File: src/rtl/tt_spi_io_pkg.sv
// Shared constants for the SPI register front-end: register addresses, frame size, FSM states.
package tt_spi_io_pkg;

   localparam int unsigned FRAME_BITS = 16;

   localparam logic [1:0] ADDR_UO  = 2'd0;
   localparam logic [1:0] ADDR_UIO = 2'd1;
   localparam logic [1:0] ADDR_OE  = 2'd2;
   localparam logic [1:0] ADDR_ID  = 2'd3;

   localparam logic [1:0] IDLE   = 2'd0;
   localparam logic [1:0] SHIFT  = 2'd1;
   localparam logic [1:0] COMMIT = 2'd2;
   localparam logic [1:0] DONE   = 2'd3;

endpackage

File: src/rtl/tt_sync_edge.sv
// Multi-flop synchroniser for an asynchronous pin, with single-cycle rise/fall pulses.
module tt_sync_edge #(
   parameter int unsigned SYNC_STAGES = 2,
   parameter logic        RESET_VAL   = 1'b0
) (
   input  logic clk_i,
   input  logic rst_ni,
   input  logic d_i,
   output logic q_o,
   output logic rise_o,
   output logic fall_o
);

   logic [SYNC_STAGES-1:0] sync_q;
   logic                   prev_q;

   always_ff @(posedge clk_i or negedge rst_ni) begin
      if (!rst_ni) begin
         sync_q <= {SYNC_STAGES{RESET_VAL}};
         prev_q <= RESET_VAL;
      end else begin
         sync_q <= {sync_q[SYNC_STAGES-2:0], d_i};
         prev_q <= sync_q[SYNC_STAGES-1];
      end
   end

   assign q_o    = sync_q[SYNC_STAGES-1];
   assign rise_o = q_o & ~prev_q;
   assign fall_o = ~q_o & prev_q;

endmodule

File: src/rtl/tt_spi_io_regs.sv
// SPI mode-0 register front-end driving the uo/uio/oe pad registers.
// Optional MISO read-back is enabled by defining TT_SPI_READBACK_EN.
module tt_spi_io_regs
   import tt_spi_io_pkg::*;
#(
   parameter int unsigned SYNC_STAGES = 2,
   parameter logic [7:0]  ID_VALUE    = 8'hA5,
   parameter logic [7:0]  OE_RESET    = 8'h00
) (
   input  logic       clk,
   input  logic       rst_n,
   input  logic       spi_sclk,
   input  logic       spi_cs_n,
   input  logic       spi_mosi,
   output logic       spi_miso,
   output logic [7:0] reg_uo,
   output logic [7:0] reg_uio,
   output logic [7:0] reg_oe,
   output logic       wr_strobe
);

   localparam logic [4:0] LAST_BIT = 5'(FRAME_BITS - 1);

   logic sclk_rise, sclk_fall, unused_sclk_lvl;
   logic cs_s, cs_rise, cs_fall;
   logic mosi_s, unused_mosi_rise, unused_mosi_fall;

   tt_sync_edge #(.SYNC_STAGES(SYNC_STAGES), .RESET_VAL(1'b0)) u_sync_sclk (
      .clk_i  (clk),
      .rst_ni (rst_n),
      .d_i    (spi_sclk),
      .q_o    (unused_sclk_lvl),
      .rise_o (sclk_rise),
      .fall_o (sclk_fall)
   );

   // cs_n idles high so reset release does not look like a frame start.
   tt_sync_edge #(.SYNC_STAGES(SYNC_STAGES), .RESET_VAL(1'b1)) u_sync_cs (
      .clk_i  (clk),
      .rst_ni (rst_n),
      .d_i    (spi_cs_n),
      .q_o    (cs_s),
      .rise_o (cs_rise),
      .fall_o (cs_fall)
   );

   tt_sync_edge #(.SYNC_STAGES(SYNC_STAGES), .RESET_VAL(1'b0)) u_sync_mosi (
      .clk_i  (clk),
      .rst_ni (rst_n),
      .d_i    (spi_mosi),
      .q_o    (mosi_s),
      .rise_o (unused_mosi_rise),
      .fall_o (unused_mosi_fall)
   );

   logic [1:0]  state_q, state_d;
   logic [4:0]  cnt_q, cnt_d;
   logic [15:0] shift_q, shift_d;
   logic [7:0]  uo_q, uo_d, uio_q, uio_d, oe_q, oe_d;
   logic        strobe_q, strobe_d;
   logic        last_rise;
   logic        unused_rsvd;

   assign last_rise   = sclk_rise && (cnt_q == LAST_BIT);
   assign unused_rsvd = ^shift_q[14:10];

   always_comb begin
      state_d  = state_q;
      cnt_d    = cnt_q;
      shift_d  = shift_q;
      uo_d     = uo_q;
      uio_d    = uio_q;
      oe_d     = oe_q;
      strobe_d = 1'b0;
      case (state_q)
         IDLE: begin
            if (cs_fall) begin
               state_d = SHIFT;
               cnt_d   = '0;
               shift_d = '0;
            end
         end
         SHIFT: begin
            if (sclk_rise) begin
               shift_d = {shift_q[14:0], mosi_s};
               cnt_d   = cnt_q + 5'd1;
            end
            // A 16th edge coinciding with cs_n rising still completes the frame.
            if (last_rise) begin
               state_d = COMMIT;
            end else if (cs_rise) begin
               state_d = IDLE;
            end
         end
         COMMIT: begin
            state_d = DONE;
            if (!shift_q[15] && (shift_q[9:8] != ADDR_ID)) begin
               strobe_d = 1'b1;
               case (shift_q[9:8])
                  ADDR_UO:  uo_d  = shift_q[7:0];
                  ADDR_UIO: uio_d = shift_q[7:0];
                  ADDR_OE:  oe_d  = shift_q[7:0];
                  default:  ;
               endcase
            end
         end
         DONE: begin
            if (cs_s) state_d = IDLE;
         end
         default: state_d = IDLE;
      endcase
   end

   always_ff @(posedge clk or negedge rst_n) begin
      if (!rst_n) begin
         state_q  <= IDLE;
         cnt_q    <= '0;
         shift_q  <= '0;
         uo_q     <= '0;
         uio_q    <= '0;
         oe_q     <= OE_RESET;
         strobe_q <= 1'b0;
      end else begin
         state_q  <= state_d;
         cnt_q    <= cnt_d;
         shift_q  <= shift_d;
         uo_q     <= uo_d;
         uio_q    <= uio_d;
         oe_q     <= oe_d;
         strobe_q <= strobe_d;
      end
   end

   assign reg_uo    = uo_q;
   assign reg_uio   = uio_q;
   assign reg_oe    = oe_q;
   assign wr_strobe = strobe_q;

`ifdef TT_SPI_READBACK_EN
   logic [7:0] rd_q, rd_d, rd_sel;
   logic       miso_q, miso_d;

   // On the 8th rising edge the address is {shift_q[0], mosi_s} and R/nW sits in shift_q[6].
   always_comb begin
      rd_sel = '0;
      case ({shift_q[0], mosi_s})
         ADDR_UO:  rd_sel = uo_q;
         ADDR_UIO: rd_sel = uio_q;
         ADDR_OE:  rd_sel = oe_q;
         default:  rd_sel = ID_VALUE;
      endcase
      rd_d   = rd_q;
      miso_d = miso_q;
      if (state_q == IDLE && cs_fall) begin
         rd_d   = '0;
         miso_d = 1'b0;
      end else if (state_q == SHIFT) begin
         if (sclk_rise && cnt_q == 5'd7) begin
            rd_d = shift_q[6] ? rd_sel : 8'h00;
         end else if (sclk_fall && cnt_q >= 5'd8 && cnt_q <= LAST_BIT) begin
            miso_d = rd_q[7];
            rd_d   = {rd_q[6:0], 1'b0};
         end
      end
   end

   always_ff @(posedge clk or negedge rst_n) begin
      if (!rst_n) begin
         rd_q   <= '0;
         miso_q <= 1'b0;
      end else begin
         rd_q   <= rd_d;
         miso_q <= miso_d;
      end
   end

   assign spi_miso = miso_q;
`else
   logic unused_sclk_fall;
   logic unused_id;

   assign unused_sclk_fall = sclk_fall;
   assign unused_id        = ^ID_VALUE;
   assign spi_miso         = 1'b0;
`endif

endmodule

File: config.mk
export PLATFORM = sky130hd
export DESIGN_NAME = tt_spi_io_regs
export DESIGN_NICKNAME = d
export VERILOG_FILES = /design/src/rtl/tt_spi_io_pkg.sv /design/src/rtl/tt_sync_edge.sv /design/src/rtl/tt_spi_io_regs.sv
export SDC_FILE = /design/constraint.sdc
export NUM_CORES = 1
export LEC_CHECK = 0
export CAP_MARGIN = 30
export CORE_ASPECT_RATIO = 2
export CORE_MARGIN = 2
export CORE_UTILIZATION = 50
export CTS_CLUSTER_DIAMETER = 30
export DETAILED_ROUTE_END_ITERATION = 8
export HOLD_SLACK_MARGIN = 0.02
export PLACE_DENSITY = 0.75
export SLEW_MARGIN = 20
export SYNTH_ARGS = -nofsm -noshare
export SYNTH_HDL_FRONTEND = slang
export SYNTH_HIERARCHICAL = 1
export SYNTH_SLANG_ARGS = --single-unit
File: constraint.sdc
create_clock -name clk -period 2.37 [get_ports clk]
set_clock_uncertainty 0.1 [all_clocks]
set_input_delay 0.474 -clock clk [delete_from_list [all_inputs] [get_ports clk]]
set_output_delay 0.474 -clock clk [all_outputs]
set_load 0.05 [all_outputs]
# [After elaboration in Yosys (flattened, before gate mapping)]
# Index checks and enable logic that the tools add are counted.
[word_totals] regBits=56 latch_bits=0 ram_bits=0 mem_bits_ro=0 inputBits=5 output_inout_bits=26 elab_cells=54 n_memories=0
[classes] addsub=1 multipliers=0 div=0 order_cmp=0 n_eq_ne=11 shifts=0 mux=13 bitwise=6 n_reduce_logical=11
[op_table] op="two-way mux 16 bit" count=2
[op_table] op="one-hot mux 16 bit (2 select lines)" count=1
[op_table] op="AND reduction 3 bit" count=5
[op_table] op="two-way mux 5 bit" count=2
[op_table] op="one-hot mux 5 bit (2 select lines)" count=1
[op_table] op="two-way mux 2 bit" count=4
[op_table] op="one-hot mux 2 bit (4 select lines)" count=1
[op_table] op="equality test 2 bit, second input constant" count=3
[op_table] op="!= test 2 bit, second input constant" count=3
[op_table] op="adder 5 x 1 -> 5 bit, second input constant" count=1
[op_table] op="equality test 5 x 4 -> 1 bit, second input constant" count=1
[op_table] op="equality test 2 x 1 -> 1 bit, second input constant" count=2
[op_table] op="zero test 2 bit" count=2
[op_table] op="bitwise AND 1 bit" count=3
[op_table] op="!= test 3 bit, second input constant" count=1
[op_table] op="NOT 1 bit" count=3
[op_table] op="logical AND 1 bit" count=2
[op_table] op="two-way mux 1 bit" count=2
[op_table] op="!= test 2 x 1 -> 1 bit, second input constant" count=1
[op_table] op="nonzero test 2 bit" count=1
[op_table] op="zero test 1 bit" count=1

# [Longest topological paths before layout]
[logic_depth] ltp_word=5 depth_mapped=6 mapped_depth_nobuf=6

# [Hierarchy]
# Netlist, hierarchy kept.
[modules_own_cells] mod="tt_spi_io_regs" instances=1 cells_each=130 area_per_inst_um2=1964.4
[modules_own_cells] mod="tt_sync_edge at u_sync_mosi ..." instances=2 cells_each=5 area_per_inst_um2=90.1
[modules_own_cells] mod="tt_sync_edge at u_sync_cs" instances=1 cells_each=5 area_per_inst_um2=93.8

# [Worst setup path after synthesis]
# OpenSTA, ideal clock, no wires.
[synth_path] path_type="register to register" start="register state_q[0]" end="register uio_q[0], in the netlist reg_uio[0]" arrival_time_ns=1.704 t_required_ns=2.145 setup_slack_ns=0.441 stages_incl_launch_ff=6 path_cell_list="dfrtp_1 buf_6 or3b_4 or3b_1 buf_6 mux2_4"
[synth_between] elab_chain_len=2
[synth_lines] element="start: declaration" line_no="tt_spi_io_regs.sv:56" source="logic [1:0] state_q, state_d;"
[synth_lines] element="start signal: assignment" line_no="tt_spi_io_regs.sv:124" source="state_q <= state_d;"
[synth_lines] element="equality test 2 bit" line_no="tt_spi_io_regs.sv:75" source="case (state_q)"
[synth_lines] element="AND reduction 3 bit (no line)"
[synth_lines] element="end signal: assignment" line_no="tt_spi_io_regs.sv:128" source="uio_q <= uio_d;"
[synth_lines] element="end: declaration" line_no="tt_spi_io_regs.sv:59" source="logic [7:0] uo_q, uo_d, uio_q, uio_d, oe_q, oe_d;"
# Every way passes these cells.
# A chain may end at the register's enable or synchronous reset.

# [Final worst setup path]
[layout_path] start="register state_q[0]" end="register uio_q[7], in the netlist reg_uio[7]"
# The elaborated chain is that of the path after synthesis.

==> run metrics <==
post-CTS setup buffer count=0; vias per std cell=5.50; total core area=4300 sq um; ratio of cells with drive above 1 in the final layout=26.4%; Least-Margin Pin Slew=529 ps; Final setup viols=0; netlist area before placement=2190 sq um; Max Cap Violations=0; Pleak=1.28 nW; status=finished clean; Worst Setup Start Kind=register; row count=34; hold buffer count at CTS=1; gr usage total=18.0%; post-DP HPWL=2660 um; Worst EP arrival=2270 ps; synthesized area per cell=15.5 sq um; CTS Root Cell=clkbuf_8; first-pass GRT wire length=6570 um; Die Span Y=97.6 um; Final Slew Violations=0; VDD IR-drop max=461 uV; PwrDens=696 nW/um^2; residual DRC count=0; die area=4960 sq um; GP Congestion=0.813; Port Buffer Count=29; Area Overhead vs Synth=20.2%; RSZ-0062 raised after global routing=false; drt first pass iters=4; GRT overflow=0; Die X=50.8 um; crit-path max FO=9; Via Count=1255; CP Data Required Time=2470 ps; post-CTS resize count=0; crit end category=register; clk sinks=56; Max Buffers Root-to-Sink=2; total routed wirelength=3790 um; H-tree Lvls=2; WL per Instance=16.6 um; final hold violations=0; ANT cells=0; Initial DRC Count=14; period utilization=91.3%; post-layout min period=2160 ps; number of global-route vias before repair=1304; HP Class=register to register; Max Clk Rate=462 MHz; largest net degree at the start of global routing=21; placed insts=219; initial antenna violation count=0; Mapped Cells=141; clock slew at reported path FFs=100 ps; Synth Net Count=148; Fin Setup TNS=0 ps; max-slew headroom at the worst pin=64.7%; Final nets=180; Detail Route Antenna Nets=0; Post-Layout Cell Count=228; Warnings, synthesis=6; I/O pin total=31; TritonCTS Buffers=5; Setup CP Type=register to register; worst-skew pair later-pin latency=310 ps; Initial Util=51.0%; TritonCTS clock tree=yes
==> layer usage <==
layer	routed length, um	global-route usage, %	up-vias
li1	-	-	568
met1	1500	22.1	654
met2	2090	29.6	25
met3	105	3.69	8
met4	87	8.73	0
met5	0	0	-
==> placed cells by master, fill, tap and decap left out, types with 2 or more instances in the layout <==
cell / n
nor2b_1: 2
dfrtp_1: 53
o21ai_0: 2
a21oi_1: 5
or3b_1: 2
a31oi_1: 3
buf_4: 4
mux2_2: 9
clkdlybuf4s50_1: 28
a22o_1: 17
dfstp_2: 3
ha_1: 2
clkbuf_8: 5
mux2_4: 16
==> worst max-delay path, stage by stage (launching register included) <==
cell and delay [ps]:
dfrtp_1 490, or3b_4 450, or3b_1 630, mux2_4 380
==> power by group <==
group	internal (W)	total, W	switching [W]
clock	0.000313	0.000619	0.000306
combinational	0.0000652	0.000145	0.0000796
sequential	0.00101	0.00107	0.0000589
==> area by class of cell <==
cell class | instances | area, sq um
flip-flops and latches | 56 | 1410
repair buffers | 34 | 325
fillers | 337 | 1660
clock buffers | 5 | 68.8
well taps | 54 | 67.6
multi-input cells | 75 | 719
clock inverters | 3 | 42.5
inverters | 1 | 3.75
==> final timing paths <==
| path | from | endpoint | slack [ps] | depth (start not counted) |
|---|---|---|---|---|
| worst max register to register | state_q[0]$_DFFE_PN0P_ | reg_uio[7]$_DFFE_PN0P_ | 210 | 3 |
| worst min-delay path | u_sync_mosi/sync_q[0]$_DFF_PN0_ | u_sync_mosi/sync_q[1]$_DFF_PN0_ | 260 | 0 |
| worst min register to register | u_sync_mosi/sync_q[0]$_DFF_PN0_ | u_sync_mosi/sync_q[1]$_DFF_PN0_ | 260 | 0 |
| min in group asynchronous | rst_n | reg_oe[4]$_DFFE_PN0P_ | 510 | 2 |
| max in group asynchronous | rst_n | u_sync_cs/prev_q$_DFF_PN1_ | 1010 | 3 |
| worst max-delay path | state_q[0]$_DFFE_PN0P_ | reg_uio[7]$_DFFE_PN0P_ | 210 | 3 |
==> sequential cells by signal (all words and copies together) (netlist names), named ones only <==
register            cells
reg_uio                 8
u_sync_mosi/sync_q      2
u_sync_cs/prev_q        1
shift_q                16
u_sync_sclk/sync_q      2
u_sync_sclk/prev_q      1
reg_oe                  8
wr_strobe               1
state_q                 1
cnt_q                   5
u_sync_cs/sync_q        2
reg_uo                  8
==> metrics by stage <==
stage	hold slack (ps)	total power [W]	setup WS [ps]	utilization, %	instance area (sq um)
finish	262	0.00183	207	61.3	2630
global route	268	0.00192	122	61.3	2630
CTS	265	0.00185	195	61.3	2630
detailed placement	243	0.00123	203	58.4	2510
global placement	235	0.00122	258	58.4	2510
floorplan	78.4	0.00118	441	-	2190
Power figures use the tool's default switching activity.
